### config.mk
export PLATFORM = sky130hd
export DESIGN_NAME = div32by16
export DESIGN_NICKNAME = d
export VERILOG_FILES = /design/src/rtl/div_pkg.sv /design/src/rtl/div_step.sv /design/src/rtl/div32by16.sv
export SDC_FILE = /design/constraint.sdc
export NUM_CORES = 1
export LEC_CHECK = 0
export ABC_AREA = 0
export BUFFER_PORTS_ARGS = -buffer_cell sky130_fd_sc_hd__clkbuf_2
export CORE_MARGIN = 5
export CORE_UTILIZATION = 53
export CTS_BUF_LIST = sky130_fd_sc_hd__clkbuf_4 sky130_fd_sc_hd__clkbuf_8 sky130_fd_sc_hd__clkbuf_16
export DETAILED_ROUTE_END_ITERATION = 12
export HOLD_SLACK_MARGIN = 0.08
export PLACE_DENSITY = 0.77
export SETUP_SLACK_MARGIN = 0.3
export SLEW_MARGIN = 20
export SYNTH_ARGS = -nofsm -noshare
export SYNTH_HDL_FRONTEND = slang
export SYNTH_SLANG_ARGS = --single-unit
export TNS_END_PERCENT = 30
### constraint.sdc
create_clock -name clk -period 2.27 [get_ports clk]
set_input_delay 0.227 -clock clk [delete_from_list [all_inputs] [get_ports clk]]
set_output_delay 0.227 -clock clk [all_outputs]
set_load 0.02 [all_outputs]
### src/rtl/div_pkg.sv
// div_pkg: state type, default widths and saturation quotients shared by the div32by16 slice.
package div_pkg;
  typedef enum logic [1:0] {IDLE, CALC, DONE} state_t;
  localparam int DSIZE_DEF = 32;
  localparam int VSIZE_DEF = 16;
  localparam logic [31:0] SAT_POS = 32'h7FFF_FFFF;
  localparam logic [31:0] SAT_NEG = 32'h8000_0000;
endpackage

### src/rtl/div_step.sv
// div_step: one combinational restoring compare-subtract bit of a long division.
module div_step #(
  parameter int W = 16
) (
  input  logic [W-1:0] rem_i,
  input  logic         bit_i,
  input  logic [W-1:0] d_i,
  output logic [W-1:0] rem_o,
  output logic         q_o
);
  logic [W:0] trial;
  always_comb begin
    trial = {rem_i, bit_i};
    q_o = trial >= {1'b0, d_i};
    rem_o = q_o ? W'(trial - {1'b0, d_i}) : trial[W-1:0];
  end
endmodule

### src/rtl/div32by16.sv
// div32by16: sequential restoring divider, signed/unsigned dividend by unsigned divisor.
// Define DIV32BY16_ROUND_EN to round the quotient half away from zero.
module div32by16 import div_pkg::*; #(
  parameter int DSIZE = DSIZE_DEF,
  parameter int VSIZE = VSIZE_DEF,
  parameter int D_SIGNED = 1
) (
  input  logic             clk,
  input  logic             rst_n,
  input  logic             ce,
  input  logic             start,
  input  logic [DSIZE-1:0] a,
  input  logic [VSIZE-1:0] b,
  output logic             busy,
  output logic             done,
  output logic [DSIZE-1:0] q,
  output logic [VSIZE:0]   r,
  output logic             dz
);
  localparam int CW = $clog2(DSIZE) + 1;
  localparam logic [DSIZE-1:0] Q_MIN = {1'b1, {(DSIZE-1){1'b0}}};
  localparam logic [DSIZE-1:0] Q_MAX = {1'b0, {(DSIZE-1){1'b1}}};
  state_t state_q, state_d;
  logic [CW-1:0] cnt_q, cnt_d;
  logic [DSIZE-1:0] quo_q, quo_d, q_q, q_d, mag, a_abs, sat;
  logic [VSIZE-1:0] rem_q, rem_d, b_q, b_d, step_rem;
  logic [VSIZE:0] r_q, r_d;
  logic neg_q, neg_d, dzw_q, dzw_d, busy_q, busy_d, done_q, done_d, dz_q, dz_d, a_neg, step_q;
  div_step #(.W(VSIZE)) u_step (
    .rem_i(rem_q),
    .bit_i(quo_q[DSIZE-1]),
    .d_i(b_q),
    .rem_o(step_rem),
    .q_o(step_q)
  );
  always_comb begin
    a_neg = (D_SIGNED != 0) && a[DSIZE-1];
    a_abs = a_neg ? -a : a;
    sat = (D_SIGNED == 0) ? '1 : (neg_q ? Q_MIN : Q_MAX);
`ifdef DIV32BY16_ROUND_EN
    mag = quo_q + DSIZE'({rem_q, 1'b0} >= {1'b0, b_q});
`else
    mag = quo_q;
`endif
  end
  // quo_q doubles as dividend shifter (MSB out) and quotient collector (LSB in)
  always_comb begin
    state_d = state_q;
    cnt_d = cnt_q;
    quo_d = quo_q;
    rem_d = rem_q;
    b_d = b_q;
    neg_d = neg_q;
    dzw_d = dzw_q;
    busy_d = busy_q;
    done_d = 1'b0;
    q_d = q_q;
    r_d = r_q;
    dz_d = dz_q;
    case (state_q)
      IDLE: if (start) begin
        neg_d = a_neg;
        quo_d = a_abs;
        b_d = b;
        rem_d = '0;
        cnt_d = '0;
        dzw_d = b == '0;
        busy_d = 1'b1;
        state_d = (b == '0) ? DONE : CALC;
      end
      CALC: begin
        quo_d = {quo_q[DSIZE-2:0], step_q};
        rem_d = step_rem;
        cnt_d = cnt_q + CW'(1);
        state_d = (cnt_q == CW'(DSIZE-1)) ? DONE : CALC;
      end
      DONE: begin
        state_d = IDLE;
        busy_d = 1'b0;
        done_d = 1'b1;
        dz_d = dzw_q;
        q_d = dzw_q ? sat : (neg_q ? -mag : mag);
        r_d = dzw_q ? '0 : (neg_q ? -{1'b0, rem_q} : {1'b0, rem_q});
      end
      default: state_d = IDLE;
    endcase
  end
  always_ff @(posedge clk or negedge rst_n) begin
    if (!rst_n) begin
      state_q <= IDLE;
      cnt_q <= '0;
      quo_q <= '0;
      rem_q <= '0;
      b_q <= '0;
      neg_q <= 1'b0;
      dzw_q <= 1'b0;
      busy_q <= 1'b0;
      done_q <= 1'b0;
      q_q <= '0;
      r_q <= '0;
      dz_q <= 1'b0;
    end else if (ce) begin
      state_q <= state_d;
      cnt_q <= cnt_d;
      quo_q <= quo_d;
      rem_q <= rem_d;
      b_q <= b_d;
      neg_q <= neg_d;
      dzw_q <= dzw_d;
      busy_q <= busy_d;
      done_q <= done_d;
      q_q <= q_d;
      r_q <= r_d;
      dz_q <= dz_d;
    end
  end
  assign busy = busy_q;
  assign done = done_q;
  assign q = q_q;
  assign r = r_q;
  assign dz = dz_q;
endmodule

# Yosys cells after proc, flatten, opt, wreduce, memory -nomap -nowiden

Cells that the tools add are included.

Register bits after elaboration: 126

Add/subtract/negate cells: 5
Magnitude comparators: 1
Equal/unequal tests: 4
Muxes and demuxes: 20
Reductions and logical operators: 9

Operators with widths:

| cell                  | count |
|---|---|
| $mux W32              | 5 |
| $neg A32 Y32          | 2 |
| $pmux W32 S2          | 1 |
| $mux W17              | 2 |
| $mux W16              | 2 |
| $pmux W16 S2          | 1 |
| $ge A17 B16 Y1        | 1 |
| $neg A16 Y17          | 1 |
| $logic_not A16 Y1     | 1 |
| $sub A16 B16 Y16      | 1 |
| $pmux W6 S2           | 1 |
| $reduce_and A3 Y1     | 3 |
| $add A6 B1 Y6 const B | 1 |
| $eq A6 B5 Y1 const B  | 1 |
| $mux W2               | 3 |
| $mux W6               | 1 |
| $pmux W2 S2           | 1 |
| $reduce_and A2 Y1     | 2 |
| $reduce_bool A2 Y1    | 2 |
| $eq A2 B1 Y1 const B  | 1 |
| $eq A2 B2 Y1 const B  | 1 |
| $logic_not A2 Y1      | 1 |
| $mux W1               | 2 |
| $ne A2 B2 Y1 const B  | 1 |
| $pmux W1 S2           | 1 |

# Logic depth before layout (Yosys ltp)

Depth after elaboration: 4
Gate-level depth with buffers: 10
Depth with buffers taken out: 10

# Hierarchy

From an unflattened synthesis, not the netlist that was laid out.

Cells, all modules: 922
Area total of the unflattened synthesis: 8299.2 um2

By module, submodules not included:

| module    | instances | cells each | area an instance (um2) | sequential area each (um2) |
|---|---|---|---|---|
| div32by16 | 1         | 766        | 7134.3                 | 3153.0 |
| div_step  | 1         | 156        | 1164.9                 | 0.0 |

# Worst setup path after synthesis

No wires, ideal clock.

Path type: reg-to-reg
Start point: register rem_q[4]
End point: register rem_q[14]
Arrival time: 2284 ps
Data required time: 2148 ps
Slack: -135 ps
Cell stages (with the launch flop): 10
Cell sequence: dfrtp_1 > ha_1 > clkbuf_1 > nand4_1 > or4_1 > o2111ai_1 > a21o_1 > buf_2 > nand4_1 > a32o_1

Cells in the longest elaborated chain, start to end: 3
Elaborated cells on any way between the ends: 4
Those cells by class: add/sub (1); order compare (1); mux (2)

Ends and longest elaborated chain:

| element                                                   | line                           | source |
|---|---|---|
| start: declaration                                        | div32by16.sv:26                | `logic [VSIZE-1:0] rem_q, rem_d, b_q, b_d, step_rem;` |
| start signal: assignment                                  | div32by16.sv:106               | `rem_q <= rem_d;` |
| $sub A16 B16 Y16 / $ge A17 B16 Y1 (equally long branches) | div_step.sv:15, div_step.sv:14 |  |
| $mux W16 *                                                | div_step.sv:15                 | `rem_o = q_o ? W'(trial - {1'b0, d_i}) : trial[W-1:0];` |
| $pmux W16 S2 *                                            | div32by16.sv:60                | `case (state_q)` |

Every way passes the cells marked *; elsewhere a longest branch is shown, timed or not.
A chain may end at the register's enable or synchronous reset.

# Final worst setup path

Start point: register rem_q[1]
End point: register r_q[14] (netlist: r[14])

Cells in the longest elaborated chain, start to end: 3

Ends and longest elaborated chain:

| element                | line             | source |
|---|---|---|
| $neg A16 Y17           | div32by16.sv:83  | `r_d = dzw_q ? '0 : (neg_q ? -{1'b0, rem_q} : {1'b0, rem_q});` |
| $mux W17 (2 in a row)  | div32by16.sv:83  |  |
| end signal: assignment | div32by16.sv:113 | `r_q <= r_d;` |
| end: declaration       | div32by16.sv:27  | `logic [VSIZE:0] r_q, r_d;` |

Every way passes these cells.

==> results_dict.tcl <==
set metrics [dict create \
    status "finished with violations" \
    violations "setup timing" \
    drv_slew 0 \
    drcViolationCount 0 \
    cp-start-kind "flip-flop" \
    p_comb_frac 0.593 \
    synth_edf_count 0 \
    h-tree-depth 4 \
    grt_pass1_vias 7859 \
    clkPwrFrac 0.175 \
    root_buffer "clkbuf_16" \
    gp_congestion 0.909 \
    worst_pin_slew_ns 0.767 \
    fin_skew_ns 0.00886 \
    pwr_density_cell_nw_per_um2 1420 \
    dp_hpwl_um 17900 \
    dieWidth_um 134 \
    placed_cells 1265 \
    dpl_cell_area_um2 9500 \
    overflow 0 \
    ant_nets 0 \
    leakage_nw 4.74 \
    dp_slack_ns -0.109 \
    antenna_found_initial 1 \
    final_layout_size_suffix_gt1_frac 0.335 \
    rows 45 \
    die_area_um2 17800 \
    instances_no_fill 1329 \
    syn_nets 999 \
    rsz0062_at_grt "true" \
    drt_iter0_drc 940 \
    syn_area_um2 8090 \
    wire_per_inst_um 19.3 \
    cp_max_fo 3 \
    via_per_inst 6.25 \
    syn_inst 926 \
    fillers 1103 \
    period_share 1.03 \
    final_common_cell "dfrtp_1" \
    switching_power_w 0.00673 \
    syn_to_final_growth_pct 35.3 \
    syn_avg_cell_area_um2 8.74 \
    async_reset_ff_frac 1.00 \
    arrival_ns 2.65 \
    vias 8304 \
    whs_ns 0.103 \
    hold_viol_final 0 \
    n_antenna_cell 0 \
    core-area_um2 15100 \
    grt_max_degree 68 \
    swShare 0.433 \
    layout_setup_ws_ns -0.0749 \
    tritoncts "yes" \
    fmax_mhz 426 \
    cp.required_ns 2.58 \
    cap_violations 0 \
    ys_ff_latch 126 \
    max-vdd-ir-drop_mv 0.708 \
    io_pins 104 \
    setup_viol 16 \
    final_cell_area_um2 10900 \
    insertion_delay_ns 0.42 \
    synth-seq-area-share 0.390 \
    grt_use_total 0.285 \
    initial_utilization 0.536 \
    p_int_w 0.00882 \
    worstSetupPathType "reg -> reg" \
    postLayoutCoreUtil 0.725 \
    grt_pass1_wl_um 40800 \
    ys_types 72 \
    io_buffer_count 103 \
    min_period_ns 2.34 \
    nets 1201 \
    synth_ff_type "dfrtp_1" \
    cts_inserted_buffers 17 \
    first_pass_iters 7 \
    clk_pin_slew_ns 0.06 \
    die_height_um 134 \
    clock-sinks 126 \
    ys_warn_count 0 \
    final_cell_mix "dfrtp_1 (125), nand2_1 (123), buf_4 (113)" \
    hold_class "in -> reg" \
    maxSlewHeadroom 0.489 \
    pwr-share-seq 0.232 \
    clock_path_buffers 2 \
    cp-end-kind "flip-flop" \
    wirelength_um 25700 \
]
==> power groups by stage <==
stage	Combinational, W	Sequential (W)	Clock [W]
2_1_floorplan	0.00477	0.00356	0
3_3_place_gp	0.00752	0.00349	0
3_5_place_dp	0.00767	0.00352	0
4_1_cts	0.00865	0.00353	0.00274
5_1_grt	0.00995	0.00368	0.00285
6_report	0.00922	0.00360	0.00273
==> path summary, 6_finish.rpt <==
kind | startpoint | to | slack (ns) | cells past startpoint
setup / recovery | rem_q[1] | r[14] | -0.07 | 8
hold reg to reg | q[14] | q[14] | 0.47 | 2
min in group asynchronous | rst_n | b_q[10] | 0.29 | 2
setup reg to reg | rem_q[1] | r[14] | -0.07 | 8
hold / removal | b[0] | b_q[0] | 0.10 | 2
max in group asynchronous | rst_n | q[15] | 1.23 | 3
==> what timing repair did <==
action / in CTS / in global routing
gates cloned: 0 / 0
resized for setup: 89 / 33
endpoints found under the setup margin: 47 / 57
pin swaps: 71 / 44
endpoints found under the hold margin: 43 / 0
hold buffers: 16 / 0
setup buffers: 8 / 8
==> cell families after synthesis <==
group                    count (synthesis)  synth area share
AND/OR/NAND/NOR                        307             0.197
adder cells (fa/ha/maj)                 21            0.0334
XOR/XNOR                                57            0.0617
flip-flops                             126             0.390
buffers and inverters                   99            0.0472
multiplexers                             5           0.00665
AO/OA/AOI/OAI                          311             0.265
==> synthesized netlist by cell type (17+ instances only) <==
cell type	n	area share
dfrtp_1	126	0.39
nand2_1	124	0.058
o21ai_0	76	0.047
clkbuf_1	55	0.026
a21oi_1	45	0.028
nor2_1	38	0.018
inv_1	36	0.017
xnor2_1	36	0.039
o31ai_1	34	0.032
a211oi_1	24	0.022
nor2b_1	22	0.017
nand4_1	21	0.016
xor2_1	21	0.023
ha_1	20	0.031
a22o_1	17	0.018
o22ai_1	17	0.013
==> final cells by class <==
type / instances / area, um^2 / share of cell area
repair buffers: 246 / 1710 / 0.156
well taps: 188 / 235 / 0.0215
multi-input cells: 701 / 5110 / 0.467
inverters: 36 / 135 / 0.0124
clock inverters: 12 / 136 / 0.0125
clock buffers: 20 / 460 / 0.0421
flip-flops and latches: 126 / 3150 / 0.288
==> metal layers <==
| layer | vias to the layer above | wire, um | GRT usage |
|---|---|---|---|
| met5 | - | 13 | 0 |
| met4 | 2 | 475 | 0.0863 |
| met2 | 408 | 11500 | 0.432 |
| li1 | 3851 | - | - |
| met1 | 3988 | 11500 | 0.414 |
| met3 | 55 | 2160 | 0.0585 |
==> critical path, cell delays in order (launching register included) <==
cell and delay [ns]:
dfrtp_1 0.41, inv_2 0.09, ha_4 0.13, or3b_4 0.38, or4b_4 0.50, nand2b_4 0.17, o31ai_4 0.24, xnor2_1 0.11
a22o_1 0.19
==> through the flow <==
| stage | setup TNS [ns] | total power (W) |
|---|---|---|
| 2_1_floorplan | 0 | 0.00833 |
| 3_3_place_gp | -0.105 | 0.0110 |
| 3_5_place_dp | -0.524 | 0.0112 |
| 4_1_cts | -0.0611 | 0.0149 |
| 5_1_grt | -2.38 | 0.0165 |
| 6_report | -0.605 | 0.0155 |
==> sequential cells by signal, summed over array words and instances, names as in the netlist <==
| signal | count |
|---|---|
| b_q | 16 |
| busy | 1 |
| cnt_q | 6 |
| done | 1 |
| dz | 1 |
| dzw_q | 1 |
| mag | 32 |
| neg_q | 1 |
| q | 32 |
| r | 17 |
| rem_q | 16 |
| state_q | 2 |
Power figures use the tool's default switching activity.
